==> config.mk <==
export PLATFORM = sky130hd
export DESIGN_NAME = timer_dev
export DESIGN_NICKNAME = d
export VERILOG_FILES = /design/src/rtl/timer_dev_pkg.sv /design/src/rtl/timer_dev.sv
export SDC_FILE = /design/constraint.sdc
export NUM_CORES = 1
export LEC_CHECK = 0
export BUFFER_PORTS_ARGS = -buffer_cell sky130_fd_sc_hd__clkbuf_2
export CAP_MARGIN = 25
export CORE_MARGIN = 4
export CORE_UTILIZATION = 40
export DETAILED_ROUTE_END_ITERATION = 7
export SETUP_SLACK_MARGIN = 0.15
export SLEW_MARGIN = 0
export SYNTH_ARGS = -nofsm -noshare
export SYNTH_HDL_FRONTEND = slang
export SYNTH_SLANG_ARGS = --single-unit
==> constraint.sdc <==
create_clock -name clk -period 3.5 [get_ports clk]
set_input_delay 0.7 -clock clk [delete_from_list [all_inputs] [get_ports clk]]
set_output_delay 0.7 -clock clk [all_outputs]
set_load 0.005 [all_outputs]
==> src/rtl/timer_dev_pkg.sv <==
// rtl/timer_dev_pkg.sv - shared CPU constants: bridge map, timer offsets, states, modes
package timer_dev_pkg;

  // Bridge address map for the timer devices
  localparam logic [31:0] TIMER0_BASE = 32'h0000_7F00;
  localparam logic [31:0] TIMER1_BASE = 32'h0000_7F10;

  localparam logic [1:0] ADDR_CTRL   = 2'd0;
  localparam logic [1:0] ADDR_PRESET = 2'd1;
  localparam logic [1:0] ADDR_COUNT  = 2'd2;
  localparam logic [1:0] ADDR_RSVD   = 2'd3;

  localparam logic [1:0] ST_IDLE = 2'd0;
  localparam logic [1:0] ST_LOAD = 2'd1;
  localparam logic [1:0] ST_CNT  = 2'd2;
  localparam logic [1:0] ST_INT  = 2'd3;

  localparam logic [1:0] MODE_ONESHOT = 2'd0;
  localparam logic [1:0] MODE_RELOAD  = 2'd1;

  typedef struct packed {
    logic       im;
    logic [1:0] mode;
    logic       en;
  } ctrlFields_t;

  function automatic logic [31:0] ctrlToWord(input ctrlFields_t c);
    return {28'd0, c};
  endfunction

endpackage

==> src/rtl/timer_dev.sv <==
// rtl/timer_dev.sv - count-down timer with one-shot/auto-reload modes and maskable interrupt
module timer_dev
  import timer_dev_pkg::*;
(
  input  logic        clk,
  input  logic        reset,
  input  logic        sel,
  input  logic        we,
  input  logic [1:0]  addr,
  input  logic [31:0] wdata,
  output logic [31:0] rdata,
  output logic        irq
);

  ctrlFields_t ctrl;
  logic [31:0] preset;
  logic [31:0] count;
  logic [1:0]  state;
  logic [1:0]  nextState;
  logic        irqPend;
  logic        ctrlWr;
  logic        presetWr;
  logic        runEn;
  logic        reloadMode;

  assign ctrlWr     = sel & we & (addr == ADDR_CTRL);
  assign presetWr   = sel & we & (addr == ADDR_PRESET);
  assign reloadMode = (ctrl.mode == MODE_RELOAD);
  // A CTRL write clearing EN stops the FSM at this very edge; enabling waits for the register.
  assign runEn      = ctrl.en & ~(ctrlWr & ~wdata[0]);

  always_comb begin
    nextState = state;
    case (state)
      ST_IDLE: if (runEn) nextState = ST_LOAD;
      ST_LOAD: nextState = ST_CNT;
      ST_CNT: begin
        if (!runEn)              nextState = ST_IDLE;
        else if (count <= 32'd1) nextState = ST_INT;
      end
      ST_INT:  nextState = (runEn && reloadMode) ? ST_LOAD : ST_IDLE;
      default: nextState = ST_IDLE;
    endcase
  end

  always_ff @(posedge clk or posedge reset) begin
    if (reset) begin
      state   <= ST_IDLE;
      count   <= 32'd0;
      preset  <= 32'd0;
      ctrl    <= '0;
      irqPend <= 1'b0;
    end else begin
      state <= nextState;

      if (state == ST_LOAD)
        count <= preset;
      else if (state == ST_CNT && runEn && count != 32'd0)
        count <= count - 32'd1;

      if (presetWr)
        preset <= wdata;

      // The written EN wins over the one-shot auto-clear.
      if (ctrlWr)
        ctrl <= ctrlFields_t'(wdata[3:0]);
      else if (state == ST_INT && !reloadMode)
        ctrl.en <= 1'b0;

      if (nextState == ST_INT && state != ST_INT)
        irqPend <= 1'b1;
      else if (ctrlWr || presetWr)
        irqPend <= 1'b0;
      else if (state == ST_INT && reloadMode)
        irqPend <= 1'b0;
    end
  end

  assign irq = ctrl.im & irqPend;

  always_comb begin
    rdata = 32'd0;
    case (addr)
      ADDR_CTRL:   rdata = ctrlToWord(ctrl);
      ADDR_PRESET: rdata = preset;
      ADDR_COUNT:  rdata = count;
      default:     rdata = 32'd0;
    endcase
  end

endmodule
==> key figures, run 1 <==
Status
  – Status: completed

Global routing
  – Largest net degree at the start of global routing: 72
  – Initial antenna violation count: 0
  – Number of global-route vias before repair: 3,402
  – GRT overflow: 0
  – GRT Util Overall: 18.41%
  – First-pass GRT wire length: 17.20 mm

Placed design
  – HPWL after DPL: 7.215 mm
  – Area post-placement: 4508 um^2
  – Final Wtd Congestion: 0.8269
  – Placement Setup Slack: 601.6 ps
  – Buffers on Ports: 70

STA
  – Worst clock skew: 10.39 ps
  – Max-slew violations: 0
  – Setup violators final: 0
  – Hold Slack: 376.9 ps
  – Max Freq: 0.3895 GHz
  – Fin. Hold Viols: 0
  – Fin worst setup slack: 932.8 ps
  – RSZ-0062 raised after global routing: false
  – Total Neg Setup Slack: 0 ps
  – Slew Limit Headroom: 38.12%
  – Worst-margin pin slew: 923.9 ps
  – Period utilization: 73.35%
  – Min Tclk post-route: 2567 ps

Synth
  – Synthesized area: 4006 um^2
  – Register area share after synthesis: 44.35%
  – Post-synthesis cell type count: 57
  – Seq cells post-synth: 71
  – Ys async rst share: 100.0%
  – Post-synth EDFFs: 0
  – Cells after Synth: 404
  – Syn Area/Cell: 9.917 um^2
  – Predominant post-synthesis flop cell: dfrtp_1
  – Ys Warns: 0
  – Post-synthesis net count: 445

Layout
  – Layout cell share with drive strength beyond 1: 30.17%
  – Area of the multi-input gates: 2073 um^2
  – Layout area overhead: 17.46%
  – Fill cell count: 946
  – Final Cell Area: 4706 um^2
  – Most common cell after layout, fill and taps aside: dfrtp_1
  – Antenna diodes: 0
  – # nets final: 511
  – Commonest cells after routing, fill and taps aside: 71 x dfrtp_1, 70 x clkbuf_2, 39 x nand2_1, 32 x mux2_2, 31 x nor2_1
  – Reg area: 1777 um^2

CTS
  – Total CTS buffers: 9
  – Clock Path Buffers: 2
  – Setup bufs post-CTS: 0
  – Clock root cell: clkbuf_8
  – Clock sink total: 71
  – TritonCTS clock tree: done
  – H-Tree Depth: 3
  – Hold_buf cts: 0
  – Worst-Skew Late Latency: 350 ps
  – Cells resized by post-CTS repair: 0
  – Clk slew on worst S/H paths: 80 ps

Worst setup path
  – Worst Path Required: 3760 ps
  – Crit path largest cell delay: 680 ps
  – Depth of the most critical reg-to-reg path: 8
  – Slowest CP cell: o31ai_4
  – Setup crit end kind: register
  – Startpoint types: register
  – Worst reg-to-reg setup slack: 930 ps
  – CP delay by family, top: compound AO/OA/AOI/OAI gates
  – Worst EP arrival: 2830 ps
  – Worst-path cell chain: inv_1, ha_1, nor4b_1, nand4_1, o31ai_4, buf_8, o21ai_1, a31oi_1
  – FF-to-FF End: count[3]
  – Crit Reg-Reg Startpoint: count[0]
  – WS Path Type: register to register
  – Top fanout value on the critical path: 19
  – Buf+Inv Stages, Crit Path: 2

Routing
  – Vias per cell: 5.745
  – ANT nets after route: 0
  – Pre-Repair DR Iteration Count: 5
  – DRT iter0 DRCs: 244
  – Routed wire length: 10.12 mm
  – DRC viols: 0
  – Vias: 3,487
  – DR WL/cell: 16.67 um

Pwr
  – Sw frac: 38.53%
  – Share of power burned in registers: 45.8%
  – Peak VDD IR: 0.2100 mV
  – Design Power: 0.003216 W
  – Internal: 0.001977 W
  – Combinational power share: 33.5%
  – Clock power frac: 20.7%
  – Static Leak: 2.021 nW
  – Pwr Density: 683.5 nW/um^2
  – Psw: 0.001239 W

Job
  – Max-Cap Viols: 0

Die
  – Die Y: 108.1 um
  – Number of core rows: 36
  – Ports: 71
  – Initial Util: 40.99%
  – Core area: 9774 um^2
  – Chip width: 108.1 um
  – Die footprint: 11,680 um^2

Min path
  – HP Class: input port to async pin
-- power groups by stage --
| stage | sequential, W | combinational (W) | clock, W |
|---|---|---|---|
| final | 0.00147 | 0.00108 | 0.000665 |
| after global routing | 0.00154 | 0.00121 | 0.000720 |
| after CTS | 0.00147 | 0.00109 | 0.000685 |
| after detailed placement | 0.00148 | 0.00108 | 0 |
| after global placement | 0.00147 | 0.00105 | 0 |
| after floorplan | 0.00136 | 0.000852 | 0 |
-- area by class of cell --
type                            instances  area share (%)
Clock inverter                          3          0.9040
Timing Repair Buffer                   82           10.05
Multi-Input combinational cell        301           44.06
Sequential cell                        71           37.76
Inverter                                5          0.3988
Tap cell                              133           3.536
Clock buffer                           12           3.297
-- how the worst max path moves through the flow --
| stage | start | end | slack (ps) | cells past startpoint |
|---|---|---|---|---|
| 5_1_grt | count[0] | count[3] | 630 | 8 |
| 4_1_cts | addr[0] | rdata[8] | 960 | 6 |
| 3_3_place_gp | addr[1] | count[11] | 690 | 6 |
| 6_report | count[0] | count[3] | 930 | 8 |
| 3_5_place_dp | addr[1] | count[11] | 600 | 7 |
| 2_1_floorplan | reset | count[0] | 1000 | 1 |
-- Yosys cell counts (2+ instances only) --
master,n,area [um^2]
dfrtp_1,71,1777
nand2_1,39,146.4
mux2_2,32,360.4
nor2_1,31,116.4
a22o_1,28,245.2
a31oi_1,22,137.6
clkbuf_1,18,67.56
or3_1,17,106.4
nand3_1,13,65.06
nor3_1,12,60.06
o21ai_0,11,55.05
o21ai_1,11,55.05
or4_1,10,75.07
nand4_1,7,43.79
inv_1,5,18.77
nor4_1,5,31.28
o211ai_1,5,37.54
o31ai_1,5,37.54
buf_6,4,45.04
mux2i_1,4,40.04
nor2b_1,4,25.02
buf_2,3,15.01
ha_1,3,37.54
o41ai_1,3,26.28
a21oi_1,2,10.01
a221o_1,2,20.02
and2_1,2,12.51
and3_1,2,12.51
and4_1,2,17.52
buf_4,2,15.01
o21a_1,2,15.01
or3_4,2,22.52
-- routing by layer --
metal  up-vias  part of all wire (%)  track usage [%]
li1       1676                     -                -
met1      1692                    47            26.11
met2       104                    45            28.20
met3        15                   6.6            3.403
met4         0                   1.7            6.492
met5         -                     0                0
-- sequential cells by signal, indices dropped and copies added, names as in the netlist --
signal / count
state: 2
irqPend: 1
preset: 32
ctrl: 4
count: 32
-- metrics by stage --
| stage | util (%) | cells |
|---|---|---|
| floorplan | - | 404 |
| CTS | 48.14 | 607 |
| detailed placement | 46.12 | 592 |
| global placement | 45.97 | 591 |
| finish | 48.14 | 607 |
| global route | 48.14 | 607 |
-- kinds of logic (layout without fill, tap and decap cells) --
family                   after synthesis  count (layout)  synth area share, %
multiplexers                          36              36                9.994
AND/OR/NAND/NOR                      160             160                22.08
flip-flops                            71              71                44.35
buffers and inverters                 32             102                4.028
adder cells (fa/ha/maj)                3               3               0.9370
AO/OA/AOI/OAI                        102             102                18.61
-- worst reg2reg max path, stage by stage, from the launching register on --
cell,delay (ps)
dfrtp_1,460
inv_1,120
ha_1,160
nor4b_1,310
nand4_1,220
o31ai_4,680
buf_8,250
o21ai_1,90
a31oi_1,190
Power figures use the tool's default switching activity.
==> inputs of run 2 (changes only) <==
clock period = 2.65 ns   (was 3.5 ns; I/O delays follow)
==> key figures, run 2 (synthesis results as in run 1) <==
Status
  – Status: completed

STA
  – Max Freq: 0.4281 GHz
  – Max-slew violations: 0
  – RSZ-0062 raised after global routing: false
  – Fin. Hold Viols: 0
  – Min Tclk post-route: 2336 ps
  – Slew Limit Headroom: 56.91%
  – Period utilization: 88.15%
  – Worst-margin pin slew: 645.5 ps
  – Worst clock skew: 6.509 ps
  – Setup violators final: 0
  – Total Neg Setup Slack: 0 ps

Worst setup path
  – Critical Path Source: count[1]
  – Critical Path End: count[21]
  – Setup crit end kind: register
  – Worst EP arrival: 2570 ps
  – Crit path largest cell delay: 430 ps
  – Worst Path Required: 2880 ps
  – Crit Reg-Reg Startpoint: count[1]
  – Slowest CP cell: dfrtp_1
  – Worst-path cell chain: inv_1, ha_1, nor4b_1, nand4_1, o31ai_4, buf_12, nor2_1, a221o_1
  – Top fanout value on the critical path: 35
  – Worst reg-to-reg setup slack: 310 ps
  – FF-to-FF End: count[21]
  – Depth of the most critical reg-to-reg path: 8
  – WS Path Type: register to register
  – Startpoint types: register

Routing
  – ANT nets after route: 0
  – DRT iter0 DRCs: 193
  – Pre-Repair DR Iteration Count: 5
  – Routed wire length: 10.61 mm
  – Vias per cell: 5.786
  – DR WL/cell: 17.23 um
  – DRC viols: 0
  – Vias: 3,564

Global routing
  – Initial antenna violation count: 0
  – GRT overflow: 0
  – First-pass GRT wire length: 17.73 mm
  – Largest net degree at the start of global routing: 44
  – Number of global-route vias before repair: 3,546
  – GRT Util Overall: 19.09%

Min path
  – HP Class: input port to async pin

Die
  – Die footprint: 11,680 um^2
  – Core area: 9774 um^2
  – Number of core rows: 36
  – Initial Util: 40.99%
  – Ports: 71
  – Die Y: 108.1 um
  – Chip width: 108.1 um

Layout
  – Most common cell after layout, fill and taps aside: dfrtp_1
  – Fill cell count: 979
  – Layout area overhead: 18.89%
  – Commonest cells after routing, fill and taps aside: 71 x dfrtp_1, 70 x clkbuf_2, 39 x nand2_1, 32 x mux2_2, 31 x nor2_1
  – Top flop regs: count (32), preset (32), ctrl (4)
  – Filler-free cell count of the finished design: 616
  – Final Cell Area: 4763 um^2
  – Antenna diodes: 0
  – Area of the multi-input gates: 2078 um^2
  – Layout cell share with drive strength beyond 1: 31.68%
  – # nets final: 521
  – Reg area: 1777 um^2

CTS
  – Setup bufs post-CTS: 0
  – H-Tree Depth: 3
  – Clk slew on worst S/H paths: 70 ps
  – Clock sink total: 71
  – Clock Path Buffers: 2
  – Clock root cell: clkbuf_8
  – TritonCTS clock tree: done
  – Total CTS buffers: 9
  – Worst-Skew Late Latency: 350 ps

Pwr
  – Pwr Density: 895.2 nW/um^2
  – Peak VDD IR: 0.3082 mV
  – Design Power: 0.004264 W
  – Static Leak: 2.062 nW

Placed design
  – Buffers on Ports: 70
  – Area post-placement: 4576 um^2
  – HPWL after DPL: 7.737 mm
  – Final Wtd Congestion: 0.8846
  – Cell total after placement: 602

Job
  – Max-Cap Viols: 0
run 2: through the flow:
stage	setup slack, ps	util, %	hold WS [ps]
after floorplan	323.4	-	458.6
after global placement	354.8	46.81	483.8
after detailed placement	343.7	46.81	492.0
after CTS	319.7	48.68	259.3
after global routing	186.3	48.73	302.7
final	314.0	48.73	243.4
run 2: metal layers:
layer | wire length [um] | global-route usage [%] | vias up | share of wire [%]
li1 | - | - | 1694 | -
met1 | 4984 | 26.97 | 1743 | 47
met2 | 4837 | 28.64 | 112 | 46
met3 | 631 | 4.776 | 15 | 5.9
met4 | 158 | 6.402 | 0 | 1.5
met5 | 0 | 0 | - | 0
run 2: repair_timing:
item                       4_1_cts  5_1_grt
hold buffers                     0        0
setup endpoints to repair        0        2
gates resized for setup          0        1
run 2: how the worst min path moves through the flow:
stage	from	end	depth (start not counted)
final	reset	preset[9]	2
after floorplan	ctrl[3]	ctrl[3]	2
after global placement	ctrl[3]	ctrl[3]	2
after CTS	reset	preset[12]	2
after detailed placement	ctrl[1]	ctrl[1]	2
after global routing	reset	preset[12]	2
run 2: report_power, final:
group	internal (W)	total, W	switching (W)
Clock	0.000433	0.000823	0.000390
Sequential	0.00146	0.00195	0.000483
Combinational	0.000700	0.00149	0.000794
run 2: worst max-delay path, delay by kind of cell, from the launching register on:
family / cells / cell delay (ps)
DFF: 1 / 430
and+or+nand+nor: 3 / 660
buffers and inverters: 2 / 350
AOI/OAI and AO/OA: 2 / 620
adders and majority gates: 1 / 160
run 2: cell type report:
type | count | area share, %
clock buffers | 14 | 3.835
inverters | 5 | 0.3940
multi-input cells | 301 | 43.63
flip-flops and latches | 71 | 37.30
well taps | 133 | 3.494
repair buffers | 92 | 11.35
